$ cat src/rtl/vae_buf_pkg.sv
// Shared types and defaults for the VAE forward input buffer path.
// Holds the stream loader state encoding and buffer geometry.
package vae_buf_pkg;

  localparam int MEM_DEPTH  = 21;
  localparam int ADDR_WIDTH = 5;
  localparam int DATA_WIDTH = 64;
  localparam int BEAT_W     = $clog2(MEM_DEPTH);

  typedef enum logic [1:0] {
    ST_IDLE,
    ST_LOAD,
    ST_DRAIN,
    ST_DONE
  } ld_state_e;

endpackage

$ cat src/rtl/dma_stream_loader.sv
// AXI-Stream to input-buffer write strobes, with frame length checking.
// Build option LOADER_CHECKSUM_EN adds an XOR checksum of written beats.
module dma_stream_loader
  import vae_buf_pkg::*;
#(
  parameter int MEM_DEPTH  = vae_buf_pkg::MEM_DEPTH,
  parameter int ADDR_WIDTH = vae_buf_pkg::ADDR_WIDTH,
  parameter int DATA_WIDTH = vae_buf_pkg::DATA_WIDTH
) (
  input  logic                  clk,
  input  logic                  rst_n,
  input  logic                  arm,
  input  logic [DATA_WIDTH-1:0] s_axis_tdata,
  input  logic                  s_axis_tvalid,
  input  logic                  s_axis_tlast,
  output logic                  s_axis_tready,
  output logic                  wr_en,
  output logic [ADDR_WIDTH-1:0] wr_addr,
  output logic [DATA_WIDTH-1:0] wr_data,
  output logic                  busy,
  output logic                  frame_done,
  output logic                  frame_err,
  output logic [DATA_WIDTH-1:0] frame_xor
);

  localparam logic [ADDR_WIDTH-1:0] LAST_IDX =
    ADDR_WIDTH'(MEM_DEPTH - 1);

  ld_state_e             state_q, state_d;
  logic [ADDR_WIDTH-1:0] cnt_q, cnt_d;
  logic                  tready_q, tready_d;
  logic                  wr_en_q, wr_en_d;
  logic [ADDR_WIDTH-1:0] wr_addr_q, wr_addr_d;
  logic [DATA_WIDTH-1:0] wr_data_q, wr_data_d;
  logic                  busy_q, busy_d;
  logic                  done_q, done_d;
  logic                  err_q, err_d;
  logic [DATA_WIDTH-1:0] xor_q, xor_d;
  logic                  acc;

  assign acc = s_axis_tvalid && tready_q;

  always_comb begin
    state_d   = state_q;
    cnt_d     = cnt_q;
    tready_d  = tready_q;
    wr_en_d   = 1'b0;
    wr_addr_d = wr_addr_q;
    wr_data_d = wr_data_q;
    busy_d    = busy_q;
    done_d    = 1'b0;
    err_d     = err_q;
    xor_d     = xor_q;
    unique case (state_q)
      ST_IDLE: begin
        if (arm) begin
          state_d  = ST_LOAD;
          cnt_d    = '0;
          err_d    = 1'b0;
          xor_d    = '0;
          tready_d = 1'b1;
          busy_d   = 1'b1;
        end
      end
      ST_LOAD: begin
        if (acc) begin
          wr_en_d   = 1'b1;
          wr_addr_d = cnt_q;
          wr_data_d = s_axis_tdata;
          xor_d     = xor_q ^ s_axis_tdata;
          if (s_axis_tlast) begin
            tready_d = 1'b0;
            busy_d   = 1'b0;
            if (cnt_q == LAST_IDX) begin
              state_d = ST_DONE;
              done_d  = 1'b1;
            end else begin
              state_d = ST_IDLE;
              err_d   = 1'b1;
            end
          end else if (cnt_q == LAST_IDX) begin
            // overlong: keep draining so the DMA never stalls
            state_d = ST_DRAIN;
            err_d   = 1'b1;
          end else begin
            cnt_d = cnt_q + 1'b1;
          end
        end
      end
      ST_DRAIN: begin
        if (acc && s_axis_tlast) begin
          state_d  = ST_IDLE;
          tready_d = 1'b0;
          busy_d   = 1'b0;
        end
      end
      ST_DONE: begin
        state_d = ST_IDLE;
      end
      default: begin
        state_d  = ST_IDLE;
        tready_d = 1'b0;
        busy_d   = 1'b0;
      end
    endcase
  end

  always_ff @(posedge clk) begin
    if (!rst_n) begin
      state_q   <= ST_IDLE;
      cnt_q     <= '0;
      tready_q  <= 1'b0;
      wr_en_q   <= 1'b0;
      wr_addr_q <= '0;
      wr_data_q <= '0;
      busy_q    <= 1'b0;
      done_q    <= 1'b0;
      err_q     <= 1'b0;
    end else begin
      state_q   <= state_d;
      cnt_q     <= cnt_d;
      tready_q  <= tready_d;
      wr_en_q   <= wr_en_d;
      wr_addr_q <= wr_addr_d;
      wr_data_q <= wr_data_d;
      busy_q    <= busy_d;
      done_q    <= done_d;
      err_q     <= err_d;
    end
  end

`ifdef LOADER_CHECKSUM_EN
  always_ff @(posedge clk) begin
    if (!rst_n) xor_q <= '0;
    else        xor_q <= xor_d;
  end
  assign frame_xor = xor_q;
`else
  assign xor_q     = '0;
  assign frame_xor = '0;
`endif

  assign s_axis_tready = tready_q;
  assign wr_en         = wr_en_q;
  assign wr_addr       = wr_addr_q;
  assign wr_data       = wr_data_q;
  assign busy          = busy_q;
  assign frame_done    = done_q;
  assign frame_err     = err_q;

endmodule
$ cat config.mk
export PLATFORM = sky130hd
export DESIGN_NAME = dma_stream_loader
export DESIGN_NICKNAME = d
export VERILOG_FILES = /design/src/rtl/vae_buf_pkg.sv /design/src/rtl/dma_stream_loader.sv
export SDC_FILE = /design/constraint.sdc
export NUM_CORES = 1
export LEC_CHECK = 0
export CORE_UTILIZATION = 41
export CTS_CLUSTER_SIZE = 12
export DETAILED_ROUTE_END_ITERATION = 7
export GPL_TIMING_DRIVEN = 0
export PLACE_DENSITY = 0.86
export SETUP_SLACK_MARGIN = 0.05
export SYNTH_ARGS = -nofsm -noshare
export SYNTH_HDL_FRONTEND = slang
export SYNTH_SLANG_ARGS = --single-unit
$ cat constraint.sdc
create_clock -name clk -period 4.65 [get_ports clk]
set_input_delay 0.6975 -clock clk [delete_from_list [all_inputs] [get_ports clk]]
set_output_delay 0.6975 -clock clk [all_outputs]
set_load 0.02 [all_outputs]
== Word-level counts from Yosys, hierarchy flattened ==
Cells that the tools add are included.

* Flip-flop bits (word level): 80
* Bits of input ports: 69
* Output and inout bits: 138
* Word-level logic and storage cells: 58

* Add/subtract/negate cells: 1
* Equality and inequality tests: 12
* Multiplexer cells: 25
* Reduce and logical (&&, ||, !) cells: 12

{| class="wikitable"
|+ Operators by type and width
! cell !! number
|-
| two-way mux 5 bit || 4
|-
| AND reduction 5 bit || 3
|-
| two-way mux 2 bit || 6
|-
| inequality test 2 bit, second input constant || 6
|-
| two-way mux 1 bit || 11
|-
| case mux 5 bit (2 select lines) || 1
|-
| case mux 2 bit (4 select lines) || 1
|-
| AND reduction 4 bit || 2
|-
| inequality test 3 bit, second input constant || 2
|-
| adder 5 x 1 -> 5 bit, second input constant || 1
|-
| == test 5 bit, second input constant || 1
|-
| == test 2 bit, second input constant || 2
|-
| AND reduction 2 bit || 2
|-
| case mux 1 bit (3 select lines) || 1
|-
| nonzero test 3 bit || 1
|-
| == test 2 x 1 -> 1 bit, second input constant || 1
|-
| logical AND 1 bit || 2
|-
| zero test 2 bit || 1
|-
| case mux 1 bit (2 select lines) || 1
|-
| nonzero test 2 bit || 1
|}

== Logic depth before layout (Yosys ltp) ==
* Word-level depth: 5
* Mapped depth: 8
* Mapped depth without buffers: 6

== Worst setup path after synthesis ==
OpenSTA, ideal clock, no wires.

* Kind: in2reg
* From: input arm
* To: register err_q, in the netlist frame_err
* Library setup time: 0.119 ns
* Data arrival time: 1.421 ns
* Path slack: 3.110 ns
* Stages: 4
* Buffers on the path: 1
* Cells stage by stage: mux2i_1 -> buf_6 -> nor3_2 -> o221a_1

* Longest elaborated chain between the ends: 2

{| class="wikitable"
|+ RTL lines
! element !! RTL line !! text
|-
| start: declaration || dma_stream_loader.sv:12 || <nowiki>input logic arm,</nowiki>
|-
| inequality test 2 bit (no source line) || -- ||
|-
| AND reduction 5 bit (no source line) || -- ||
|-
| end signal: assignment || dma_stream_loader.sv:128 || <nowiki>err_q <= err_d;</nowiki>
|-
| end: declaration || dma_stream_loader.sv:37 || <nowiki>logic err_q, err_d;</nowiki>
|}

No other way between the ends.
A chain may end at the register's enable or synchronous reset.

==> flow_summary.html <==
<table>
<tr><th>Metric</th><th>Value</th></tr>
<tr><th colspan="2">STA</th></tr>
<tr><td>Post-route worst hold slack</td><td>458 ps</td></tr>
<tr><td>Fmax achieved</td><td>0.436 GHz</td></tr>
<tr><td>Minimum period implied by the final worst setup slack</td><td>2290 ps</td></tr>
<tr><td>Hold violation total from the final report</td><td>0</td></tr>
<tr><td>Actual transition at the worst max-transition pin</td><td>626 ps</td></tr>
<tr><td>Final slew viol count</td><td>0</td></tr>
<tr><td>Final setup violation count</td><td>0</td></tr>
<tr><td>Part of the cycle the worst path needs</td><td>49.3%</td></tr>
<tr><td>Final total negative setup slack</td><td>0 ps</td></tr>
<tr><td>Headroom to the max-slew limit</td><td>58.3%</td></tr>
<tr><td>Clk_skew</td><td>9.95 ps</td></tr>
<tr><td>Setup repair after global routing missed its margin</td><td>false</td></tr>
<tr><th colspan="2">Finish</th></tr>
<tr><td>Most common library cell in the layout ignoring fill and taps</td><td>nand2_1</td></tr>
<tr><td>Inserted Diodes</td><td>0</td></tr>
<tr><td>Area Overhead vs Synth</td><td>55.9%</td></tr>
<tr><td>Most frequent cells in the layout</td><td>nand2_1 (148), clkdlybuf4s50_1 (142), dfxtp_1 (80)</td></tr>
<tr><td>Fin util</td><td>67.1%</td></tr>
<tr><td>Layout cells sized above 1</td><td>14.8%</td></tr>
<tr><td>Finished layout cell area</td><td>5600 um2</td></tr>
<tr><td>Net count of the finished layout</td><td>742</td></tr>
<tr><th colspan="2">Placement</th></tr>
<tr><td>Post-place instance area</td><td>5380 um2</td></tr>
<tr><td>Last weighted congestion value of the routability-driven placer</td><td>0.793</td></tr>
<tr><td>Port Buffer Count</td><td>142</td></tr>
<tr><td>Placed wire-length estimate</td><td>7.63 mm</td></tr>
<tr><th colspan="2">Die</th></tr>
<tr><td>Floorplan die area</td><td>9130 um2</td></tr>
<tr><td>Height of the die</td><td>95.6 um</td></tr>
<tr><td>Placement row count</td><td>33</td></tr>
<tr><td>Ports placed on the boundary</td><td>207</td></tr>
<tr><td>Starting density of the core</td><td>43.0%</td></tr>
<tr><td>Chip Width</td><td>95.6 um</td></tr>
<tr><td>Placeable core region</td><td>8340 um2</td></tr>
<tr><th colspan="2">Clock network</th></tr>
<tr><td>Cts repair resizes</td><td>0</td></tr>
<tr><td>Clock-pin slew reported for the worst setup and hold paths after clock tree synthesis</td><td>80 ps</td></tr>
<tr><td>Clock insertion delay at the later pin of the skew report</td><td>340 ps</td></tr>
<tr><td>Library cell used as clock root buffer</td><td>clkbuf_8</td></tr>
<tr><td>H-tree depth</td><td>3</td></tr>
<tr><td>Deepest clock path buffer count</td><td>2</td></tr>
<tr><td>TritonCTS Sinks</td><td>80</td></tr>
<tr><td>Setup Buffers After CTS</td><td>0</td></tr>
<tr><td>Hold buffers post-CTS</td><td>0</td></tr>
<tr><td>TritonCTS clock tree</td><td>built</td></tr>
<tr><td>Number of buffers added by the clock tree synthesis step</td><td>9</td></tr>
<tr><th colspan="2">Global routing</th></tr>
<tr><td>Global route total overflow</td><td>0</td></tr>
<tr><td>Met3 usage in global routing</td><td>6.62%</td></tr>
<tr><td>Number of antenna violations at the first check in global routing</td><td>0</td></tr>
<tr><td>Met2 Use GR</td><td>39.8%</td></tr>
<tr><td>GRT Total Usage</td><td>20.3%</td></tr>
<tr><td>Largest net degree at the start of global routing</td><td>14</td></tr>
<tr><td>Number of global-route vias before repair</td><td>3280</td></tr>
<tr><td>Met1 Track Usage GR</td><td>19.5%</td></tr>
<tr><td>Global-route wire length before repair</td><td>14.4 mm</td></tr>
<tr><td>Global routing's busiest layer</td><td>met2</td></tr>
<tr><th colspan="2">Power and ir drop</th></tr>
<tr><td>VDD IR max</td><td>173 uV</td></tr>
<tr><td>Proportion of power drawn by the clock network</td><td>31.6%</td></tr>
<tr><td>Power per cell area</td><td>318 nW/um2</td></tr>
<tr><td>Leakage</td><td>2.25 nW</td></tr>
<tr><td>Power spent charging and discharging nets</td><td>526 uW</td></tr>
<tr><td>Power share of the sequential group</td><td>42.0%</td></tr>
<tr><td>Switching Share</td><td>29.6%</td></tr>
<tr><td>Total internal power</td><td>1.25 mW</td></tr>
<tr><td>Logic pwr share</td><td>26.4%</td></tr>
<tr><th colspan="2">Detailed routing</th></tr>
<tr><td>Routed wirelength normalized by instance count</td><td>12.6 um</td></tr>
<tr><td>Remaining DRCs</td><td>0</td></tr>
<tr><td>Mean number of vias per cell</td><td>4.50</td></tr>
<tr><td>Antenna-violating nets left</td><td>0</td></tr>
<tr><td>Routed Wire Length</td><td>9.80 mm</td></tr>
<tr><td>Via total after detailed routing</td><td>3489</td></tr>
<tr><td>First-pass iteration count of the detailed router</td><td>5</td></tr>
<tr><td>Initial detailed-routing violation count</td><td>66</td></tr>
<tr><th colspan="2">Critical path</th></tr>
<tr><td>Top delay family on crit path</td><td>buffers and inverters</td></tr>
<tr><td>Number of buffer and inverter stages on the critical path</td><td>2</td></tr>
<tr><td>Data required time of the worst path</td><td>3950 ps</td></tr>
<tr><td>Arrival time reported for the critical path endpoint</td><td>1600 ps</td></tr>
<tr><td>CP max stage delay</td><td>590 ps</td></tr>
<tr><td>Max Fanout on Critical Path</td><td>8</td></tr>
<tr><td>Critical setup path kind</td><td>reg2out</td></tr>
<tr><td>Series of cell instances along the critical path</td><td>buf_4, clkdlybuf4s50_1</td></tr>
<tr><td>Startpoint Class</td><td>flop</td></tr>
<tr><td>CP max-delay cell</td><td>clkdlybuf4s50_1</td></tr>
<tr><td>Worst reg2reg setup slack</td><td>2870 ps</td></tr>
<tr><td>Category of the worst setup path capture point</td><td>output pin</td></tr>
<tr><th colspan="2">Logic synthesis</th></tr>
<tr><td>Part of the Yosys area used for sequential elements</td><td>44.6%</td></tr>
<tr><td>Combined area of all synthesized cells</td><td>3590 um2</td></tr>
<tr><td>Share of async-settable or async-resettable flops after synthesis</td><td>0%</td></tr>
<tr><td>Ys Warns</td><td>0</td></tr>
<tr><td>Register bit count reported by yosys</td><td>80</td></tr>
<tr><td>Mean instance size in the synthesized netlist</td><td>7.96 um2</td></tr>
<tr><td>Count of flip-flops with a built-in enable after synthesis</td><td>0</td></tr>
<tr><td>Library cells used by synthesis</td><td>35</td></tr>
<tr><td>Syn Inst Count</td><td>451</td></tr>
<tr><td>Most common flop cell mapped by yosys</td><td>dfxtp_1</td></tr>
<tr><th colspan="2">Status</th></tr>
<tr><td>Outcome</td><td>completed</td></tr>
<tr><th colspan="2">Hold path</th></tr>
<tr><td>Type of the worst min-delay path</td><td>reg2reg</td></tr>
<tr><th colspan="2">Run</th></tr>
<tr><td>Number of max-cap violations</td><td>0</td></tr>
</table>
==> final cells by class <==
cell class	instances	area (um2)
timing repair buffer	142	1420
tap	105	131
fill	691	2740
buffer	92	633
clock buffer	10	138
inverter	7	26.3
multi-input combinational	335	1570
sequential	80	1600
clock inverter	5	81.3
==> power groups by stage <==
stage / registers [mW] / logic (mW) / clock network, mW
finish: 0.748 / 0.470 / 0.563
global route: 0.753 / 0.508 / 0.592
CTS: 0.749 / 0.468 / 0.571
detailed placement: 0.765 / 0.467 / 0
global placement: 0.761 / 0.455 / 0
floorplan: 0.801 / 0.252 / 0
==> synthesized netlist by cell type, types with 3 or more instances <==
library cell | n | share of area, %
dfxtp_1 | 80 | 45
buf_2 | 8 | 1.1
o21ai_1 | 3 | 0.42
nand2_1 | 148 | 15
clkbuf_1 | 10 | 1.0
buf_1 | 4 | 0.42
buf_6 | 4 | 1.3
mux2i_1 | 3 | 0.84
and3_1 | 3 | 0.52
inv_1 | 7 | 0.73
buf_4 | 66 | 14
ha_1 | 6 | 2.1
nand3_1 | 4 | 0.56
a21oi_1 | 74 | 10
nor3_1 | 3 | 0.42
==> flip-flops by register name, summed over array words and instances (netlist names) <==
register and cells:
wr_en 1, state_q 2, busy 1, frame_err 1
frame_done 1, wr_data 64, cnt_q 5, wr_addr 5
==> cell families after synthesis <==
| kind of cell | synth area share, % |
|---|---|
| AO/OA/AOI/OAI | 13.4 |
| XOR/XNOR | 0.244 |
| adder cells (fa/ha/maj) | 2.09 |
| buffers and inverters | 18.4 |
| flip-flops | 44.6 |
| multiplexers | 0.837 |
| other | 0.104 |
| AND/OR/NAND/NOR | 20.3 |
==> through the flow <==
stage	power, mW	worst slack (ps)	std cells
2_1_floorplan	1.05	3110	514
3_3_place_gp	1.22	2090	761
3_5_place_dp	1.23	2050	761
4_1_cts	1.79	2340	776
5_1_grt	1.85	2280	776
6_report	1.78	2360	776
==> layer usage <==
layer	routed length, um	share of wire (%)	vias to the layer above
li1	-	-	1766
met1	3560	36	1574
met2	5220	53	135
met3	854	8.7	14
met4	165	1.7	0
met5	0	0	-
==> worst register-to-register path: stages, from the launching register on <==
cell      delay, ps
dfxtp_1         360
inv_1            90
ha_1            250
nand3_1         300
clkbuf_1        430
nand2_1         130
a21oi_1         160
==> worst paths after layout <==
check	start	endpoint	cells after the start
worst max-delay path	busy$_SDFFE_PN0P_	s_axis_tready	2
worst min-delay path	wr_data[39]$_SDFFE_PN0P_	wr_data[39]$_SDFFE_PN0P_	2
worst max register to register	state_q[1]$_SDFFE_PN0P_	wr_addr[3]$_SDFFE_PN0P_	6
worst min register to register	wr_data[39]$_SDFFE_PN0P_	wr_data[39]$_SDFFE_PN0P_	2
Note: power is estimated with default switching activity, not from simulation.
